===== src/rtl/irq_pkg.sv =====
// Shared types and constants for the irq_ctrl interrupt controller.
package irq_pkg;

  typedef enum logic [1:0] {
    ST_IDLE   = 2'd0,
    ST_REQ    = 2'd1,
    ST_ACTIVE = 2'd2
  } irq_state_t;

  localparam logic [1:0] CFG_MASK    = 2'd0;
  localparam logic [1:0] CFG_CLRPEND = 2'd1;
  localparam logic [1:0] CFG_EOI     = 2'd2;

  localparam int DEF_N_SRC = 4;

endpackage


===== src/rtl/irq_prio_enc.sv =====
// Priority encoder: first set bit of elig, searching upward from start and
// wrapping. A start of 0 gives plain fixed priority (index 0 highest).
module irq_prio_enc #(
  parameter int N_SRC = 4,
  parameter int ID_W  = $clog2(N_SRC)
) (
  input  logic [N_SRC-1:0] elig,
  input  logic [ID_W-1:0]  start,
  output logic             found,
  output logic [ID_W-1:0]  id
);

  always_comb begin
    int idx;
    logic [ID_W-1:0] idx_v;
    idx   = 0;
    idx_v = '0;
    found = 1'b0;
    id    = '0;
    // Walk from the farthest offset down so the nearest hit is the last write.
    for (int i = N_SRC - 1; i >= 0; i--) begin
      idx = int'(start) + i;
      if (idx >= N_SRC) idx = idx - N_SRC;
      idx_v = ID_W'(idx);
      if (elig[idx_v]) begin
        found = 1'b1;
        id    = idx_v;
      end
    end
  end

endmodule


===== src/rtl/irq_ctrl.sv =====
// Edge-latching interrupt controller driving the core's ExtIRQ/ExtIAck pair.
// Build option: define IRQ_ROUND_ROBIN_EN for rotating arbitration.
module irq_ctrl
  import irq_pkg::*;
#(
  parameter int N     = 64,
  parameter int N_SRC = DEF_N_SRC,
  parameter int ID_W  = $clog2(N_SRC)
) (
  input  logic             CLOCK_50,
  input  logic             reset,
  input  logic [N_SRC-1:0] irq_src,
  input  logic             cfg_we,
  input  logic [1:0]       cfg_addr,
  input  logic [N-1:0]     cfg_wdata,
  output logic             ExtIRQ,
  input  logic             ExtIAck,
  output logic [ID_W-1:0]  irq_id,
  output logic [N_SRC-1:0] pending,
  output logic [N_SRC-1:0] mask,
  output logic [1:0]       fsm_state
);

  // Handshake: ExtIRQ is held high in REQ until ExtIAck is sampled high on a
  // rising edge; that edge completes the transfer and ExtIRQ drops after it.

  irq_state_t       state_q, state_d;
  logic [ID_W-1:0]  cur_id_q, cur_id_d;
  logic             ext_irq_q;
  logic [N_SRC-1:0] prev_q, pending_q, pending_d, mask_q;
  logic [N_SRC-1:0] rise, elig, clr_v, ack_onehot;
  logic             wr_mask, wr_clr, wr_eoi, ack_fire;
  logic             win_found;
  logic [ID_W-1:0]  win_id, start_idx;
  logic             unused_wdata;

  assign unused_wdata = ^cfg_wdata[N-1:N_SRC];

  assign wr_mask  = cfg_we && (cfg_addr == CFG_MASK);
  assign wr_clr   = cfg_we && (cfg_addr == CFG_CLRPEND);
  assign wr_eoi   = cfg_we && (cfg_addr == CFG_EOI);
  assign ack_fire = (state_q == ST_REQ) && ExtIAck;

  assign rise       = irq_src & ~prev_q;
  assign elig       = pending_q & mask_q;
  assign ack_onehot = N_SRC'(1) << cur_id_q;
  assign clr_v      = (wr_clr ? cfg_wdata[N_SRC-1:0] : '0) | (ack_fire ? ack_onehot : '0);
  // New edges are OR-ed in last so a same-cycle set beats any clear.
  assign pending_d  = (pending_q & ~clr_v) | rise;

`ifdef IRQ_ROUND_ROBIN_EN
  logic [ID_W-1:0] rr_ptr_q;

  always_ff @(posedge CLOCK_50 or negedge reset) begin
    if (!reset) begin
      rr_ptr_q <= '0;
    end else if (ack_fire) begin
      rr_ptr_q <= (int'(cur_id_q) == N_SRC - 1) ? '0 : cur_id_q + 1'b1;
    end
  end

  assign start_idx = rr_ptr_q;
`else
  assign start_idx = '0;
`endif

  irq_prio_enc #(.N_SRC(N_SRC), .ID_W(ID_W)) u_prio (
    .elig  (elig),
    .start (start_idx),
    .found (win_found),
    .id    (win_id)
  );

  always_comb begin
    state_d  = state_q;
    cur_id_d = cur_id_q;
    case (state_q)
      ST_IDLE: begin
        if (win_found) begin
          cur_id_d = win_id;
          state_d  = ST_REQ;
        end
      end
      ST_REQ: begin
        if (ExtIAck)               state_d = ST_ACTIVE;
        else if (!mask_q[cur_id_q]) state_d = ST_IDLE;
      end
      ST_ACTIVE: begin
        if (wr_eoi) state_d = ST_IDLE;
      end
      default: state_d = ST_IDLE;
    endcase
  end

  always_ff @(posedge CLOCK_50 or negedge reset) begin
    if (!reset) begin
      state_q   <= ST_IDLE;
      cur_id_q  <= '0;
      ext_irq_q <= 1'b0;
      prev_q    <= '0;
      pending_q <= '0;
      mask_q    <= '0;
    end else begin
      state_q   <= state_d;
      cur_id_q  <= cur_id_d;
      ext_irq_q <= (state_d == ST_REQ);
      prev_q    <= irq_src;
      pending_q <= pending_d;
      if (wr_mask) mask_q <= cfg_wdata[N_SRC-1:0];
    end
  end

  assign ExtIRQ    = ext_irq_q;
  assign irq_id    = cur_id_q;
  assign pending   = pending_q;
  assign mask      = mask_q;
  assign fsm_state = state_q;

endmodule


===== config.mk =====
export PLATFORM = sky130hd
export DESIGN_NAME = irq_ctrl
export DESIGN_NICKNAME = d
export VERILOG_FILES = /design/src/rtl/irq_pkg.sv /design/src/rtl/irq_prio_enc.sv /design/src/rtl/irq_ctrl.sv
export SDC_FILE = /design/constraint.sdc
export NUM_CORES = 1
export LEC_CHECK = 0
export ABC_CLOCK_PERIOD_IN_PS = 1570
export BUFFER_PORTS_ARGS = -buffer_cell sky130_fd_sc_hd__buf_2
export CORE_MARGIN = 10
export CORE_UTILIZATION = 33
export CTS_BUF_LIST = sky130_fd_sc_hd__clkbuf_4 sky130_fd_sc_hd__clkbuf_8
export DETAILED_ROUTE_END_ITERATION = 8
export GPL_ROUTABILITY_DRIVEN = 0
export PLACE_DENSITY = 0.85
export SLEW_MARGIN = 20
export SYNTH_ARGS = -nofsm -noshare
export SYNTH_HDL_FRONTEND = slang
export SYNTH_SLANG_ARGS = --single-unit
export TNS_END_PERCENT = 20

===== constraint.sdc =====
create_clock -name CLOCK_50 -period 1.57 [get_ports CLOCK_50]
set_clock_uncertainty 0.1 [all_clocks]
set_input_delay 0.2355 -clock CLOCK_50 [delete_from_list [all_inputs] [get_ports CLOCK_50]]
set_output_delay 0.2355 -clock CLOCK_50 [all_outputs]
set_load 0.03 [all_outputs]

**Word level (Yosys, flattened, before mapping)**

Cells that the tools add are included.

- Bits in registers: 17
- Bits of input ports: 74
- Output and inout port bits: 13
- Logic and storage cells: 44

- Order comparisons: 1
- Equality and inequality tests: 5
- Shifts and indexed selects: 1
- Mux-type cells: 17
- Bitwise operators: 7
- Reductions and logical operators: 7

Operator list:

| operator | count |
|---|---|
| 2-to-1 mux 2 bit | 8 |
| bitwise AND 4 bit | 3 |
| 2-to-1 mux 4 bit | 2 |
| NOT 4 bit | 2 |
| OR 4 bit | 2 |
| equality test 2 x 1 -> 1 bit (second input constant) | 3 |
| case mux 2 bit (3 select lines) | 1 |
| 2-to-1 mux 1 bit | 5 |
| equality test 2 bit (second input constant) | 2 |
| logical AND 1 bit | 4 |
| zero test 2 bit | 2 |
| << shifter 1 x 2 -> 4 bit (first input constant) | 1 |
| < comparator 2 x 3 -> 1 bit (second input constant) | 1 |
| binary-select mux 1 bit (select 2 bit) | 1 |
| AND reduction 2 bit | 1 |

**Depth between registers and ports, before layout**

- Word-level depth: 8
- Gate-level depth with buffers: 4
- Gate-level depth less buffers: 4

**Modules after synthesis**

Synthesis repeated with hierarchy kept, for this count alone.

- Cell total of the unflattened synthesis: 69
- Area total of the unflattened synthesis: 819.5 um^2

By module, submodules not included:

| module | instances | cells each | area each (um^2) | seq. area each (um^2) |
|---|---|---|---|---|
| irq_ctrl | 1 | 56 | 742.0 | 425.4 |
| irq_prio_enc | 1 | 13 | 77.6 | 0.0 |

**Least setup slack after synthesis**

OpenSTA, ideal clock, no wires.

- Path kind: flip-flop to flip-flop
- Start: register mask_q[0], in the netlist mask[0]
- End: register cur_id_q[0], in the netlist irq_id[0]
- Library setup time: 0.128 ns
- Arrival: 1.252 ns
- Required time: 1.342 ns
- Slack: 0.090 ns
- Stages on the path, launching flop included: 4
- Buffers on the path: 0
- Period minus slack after synthesis: 1.480 ns
- Cell sequence: dfrtp_1 > a22o_1 > o21ai_2 > mux2_1

- Longest elaborated chain between the ends: 3
- Elaborated cells on any way between the ends: 4
- Classes of those cells: mux: 2; bitwise: 1; reduce/logical: 1

Ends and longest elaborated chain:

| item | RTL line | RTL |
|---|---|---|
| start: declaration | irq_ctrl.sv:30 | `logic [N_SRC-1:0] prev_q, pending_q, pending_d, mask_q;` |
| start signal: assignment | irq_ctrl.sv:109 | `if (wr_mask) mask_q <= cfg_wdata[N_SRC-1:0];` |
| bitwise AND 4 bit (*) | irq_ctrl.sv:45 | `assign elig = pending_q & mask_q;` |
| 2-to-1 mux 1 bit | irq_prio_enc.sv:25 | `if (elig[idx_v]) begin` |
| AND reduction 2 bit (no line) | -- |  |
| end signal: assignment | irq_ctrl.sv:105 | `cur_id_q <= cur_id_d;` |
| end: declaration | irq_ctrl.sv:28 | `logic [ID_W-1:0] cur_id_q, cur_id_d;` |

Mark *: on every way between the ends. The rest lies on a longest branch, timed or not.
A chain may end at the register's enable or synchronous reset.

**Worst setup path in the final report**

- Start: register state_q[1], in the netlist fsm_state[1]
- End: register pending_q[1], in the netlist pending[1]

- Longest elaborated chain between the ends: 7

Ends and longest elaborated chain:

| item | RTL line | RTL |
|---|---|---|
| start: declaration | irq_ctrl.sv:27 | `irq_state_t state_q, state_d;` |
| start signal: assignment | irq_ctrl.sv:104 | `state_q <= state_d;` |
| equality test 2 x 1 -> 1 bit | irq_ctrl.sv:42 | `assign ack_fire = (state_q == ST_REQ) && ExtIAck;` |
| logical AND 1 bit | irq_ctrl.sv:42 |  |
| 2-to-1 mux 4 bit | irq_ctrl.sv:47 | `assign clr_v = (wr_clr ? cfg_wdata[N_SRC-1:0] : '0) \| (ack_fire ? ack_onehot : '0);` |
| OR 4 bit | irq_ctrl.sv:47 |  |
| NOT 4 bit | irq_ctrl.sv:49 | `assign pending_d = (pending_q & ~clr_v) \| rise;` |
| bitwise AND 4 bit | irq_ctrl.sv:49 |  |
| OR 4 bit | irq_ctrl.sv:49 |  |
| via pending_d[1] | irq_ctrl.sv:30 |  |
| end signal: assignment | irq_ctrl.sv:108 | `pending_q <= pending_d;` |
| end: declaration | irq_ctrl.sv:30 |  |

The timed path passes the listed nets, and every way through them passes these cells.

==> results.yml <==
outcome:
  status: "finished clean"
timing:
  slew_headroom: 0.744
  setup_tns_ns: 0
  min_period_over_period: 0.909
  rsz0062_at_grt: "false"
  slew_viol_final: 0
  hold_viol_final: 0
  holdWs_ns: 0.102
  min_period_ns: 1.43
  worst_slew_pin_slew_ns: 0.384
  setup_viol_count_final: 0
  max_freq_ghz: 0.701
clocking:
  clock_sinks: 17
  hold_buffers: 5
  cts_root_buf: "clkbuf_4"
  cts_resized: 0
  cts.clk_slew.worst_paths_ns: 0.09
  postCtsSetupRepairBufs: 0
  numCtsBuffers: 3
  clockBufferDepth: 2
  clkLatencyLatePin_ns: 0.27
  htreeDepth: 1
  cts_tree: "yes"
critical_path:
  r2r_start: "fsm_state[1]$_DFF_PN0_"
  r2r_slack_ns: 0.14
  worstPathMaxFanout: 5
  end_kind: "flip-flop"
  start_kind: "flip-flop"
  required_ns: 1.62
  r2r-end: "pending[1]$_DFF_PN0_"
  r2r_cells: 3
  path_class: "reg2reg"
  arrival_ns: 1.47
hold_path:
  worstHoldStart: "cfg_wdata[2]"
  whs_path_depth: 2
  holdPathEnd: "mask[2]$_DFFE_PN0P_"
  hold_path_class: "in2reg"
finish:
  drive_gt1_frac: 0.385
  final_util: 0.475
  final_cell_mix: "buf_2, dfrtp_1, nand2_1"
  syn_to_final_growth_pct: 33.6
  final_common_cell: "buf_2"
  nets: 171
  diodes: 0
  design_area_um2: 961
  n_fill_cell: 192
logic_synthesis:
  yosysWarningCount: 0
  synth_nets: 135
  syn_area_um2: 719
  synth_area_per_cell_um2: 11.8
  synth.distinct_cells: 17
  synth-seq-cells: 17
  synth_top_area_frac: 0.591
  yosys.area.top_type: "dfrtp_1"
  seq_area_frac_synth: 0.591
  ys_top_cells_by_area: "dfrtp_1, mux2_2, nand2_1, o311ai_0, inv_1"
  syn_inst: 61
drt:
  first_iter_violations: 52
  postRouteAntennaNets: 0
  finalWirelength_mm: 1.71
  first_pass_iters: 4
  vias_per_cell: 5.05
  wire_per_inst_um: 13.9
  vias: 621
  post-route-drc-count: 0
floorplan:
  core_um2: 2020
  initial_core_util: 0.356
  dieHeight_um: 66.7
  rows: 16
  dieArea_um2: 4450
  boundaryPins: 87
  die_w_um: 66.7
grt:
  grt_max_degree: 18
  grt_pass1_vias: 633
  met2_usage: 0.122
  busiest_layer: "met2"
  use_met1: 0.0858
  grt_overflow_total: 0
  antenna_found_initial: 0
  grt_pass1_wl_mm: 2.81
  gr-usage-met3: 0.0468
  grt_util_all_layers: 0.0799
power_and_ir_drop:
  vdd_drop_max_mv: 0.713
  power_density_nw_per_um2: 1640
  power.leakage_nw: 0.459
place:
  placed_cell_area_um2: 883
  io_buffers: 26
  hpwl_mm: 1.35
run:
  drv_cap: 0
## per-stage QoR
step / worst slack [ns] / power, mW / std cells
floorplan: 0.0901 / 1.14 / 61
global placement: 0.181 / 1.34 / 114
detailed placement: 0.159 / 1.36 / 114
CTS: 0.143 / 1.60 / 123
global route: 0.0142 / 1.69 / 123
finish: 0.143 / 1.58 / 123
## Yosys cell counts
library cell,count
inv_1,6
mux2_2,4
a32oi_1,1
a22o_1,1
nor2_1,1
mux4_2,1
o21ai_0,4
nor3b_1,1
mux2_1,1
dfrtp_1,17
and3b_1,1
a21oi_1,3
o311ai_0,4
nor3b_2,1
nand2_1,11
o21ai_2,1
nand3b_1,3
## how the worst max path moves through the flow
stage	slack, ns	start	cells after the start	to
after CTS	0.14	fsm_state[1]$_DFF_PN0_	3	pending[1]$_DFF_PN0_
after global routing	0.01	fsm_state[1]$_DFF_PN0_	3	pending[1]$_DFF_PN0_
final	0.14	fsm_state[1]$_DFF_PN0_	3	pending[1]$_DFF_PN0_
after floorplan	0.09	mask[0]$_DFFE_PN0P_	3	irq_id[0]$_DFFE_PN0P_
after global placement	0.18	mask[0]$_DFFE_PN0P_	3	irq_id[0]$_DFFE_PN0P_
after detailed placement	0.16	fsm_state[1]$_DFF_PN0_	3	pending[1]$_DFF_PN0_
## final cells by class
class	count	area, µm²	share of cell area
multi-input combinational	38	272	0.283
clock inverter	1	5.00	0.00521
clock buffer	3	22.5	0.0234
sequential	17	425	0.443
tap	27	33.8	0.0352
timing repair buffer	31	180	0.188
inverter	6	22.5	0.0234
## flip-flops by register name (all words and copies together) (netlist names)
signal     cells
fsm_state      2
mask           4
prev_q         4
irq_id         2
pending        4
ExtIRQ         1
## critical path, stage by stage, from the launching register on
cell	delay, ns
dfrtp_1	0.42
nand3b_1	0.26
o311ai_0	0.38
o21ai_0	0.14
## metal layers
| metal | wire [µm] | vias to the layer above |
|---|---|---|
| li1 | - | 289 |
| met1 | 689 | 300 |
| met2 | 730 | 28 |
| met3 | 254 | 4 |
| met4 | 31 | 0 |
| met5 | 0 | - |
## cells by family (layout without fill, tap and decap cells)
| kind of cell | count (synthesis) | count (layout) | synth area share |
|---|---|---|---|
| and+or+nand+nor | 18 | 18 | 0.134 |
| DFF | 17 | 17 | 0.591 |
| AOI/OAI and AO/OA | 14 | 14 | 0.134 |
| muxes | 6 | 6 | 0.110 |
| buffers and inverters | 6 | 41 | 0.0313 |
## where the power goes
group	internal [mW]	leakage, nW	switching (mW)
registers	0.557	0.196	0.126
clock network	0.0943	0.0177	0.127
logic	0.242	0.245	0.433
total	0.893	0.459	0.686
Note: power is estimated with default switching activity, not from simulation.
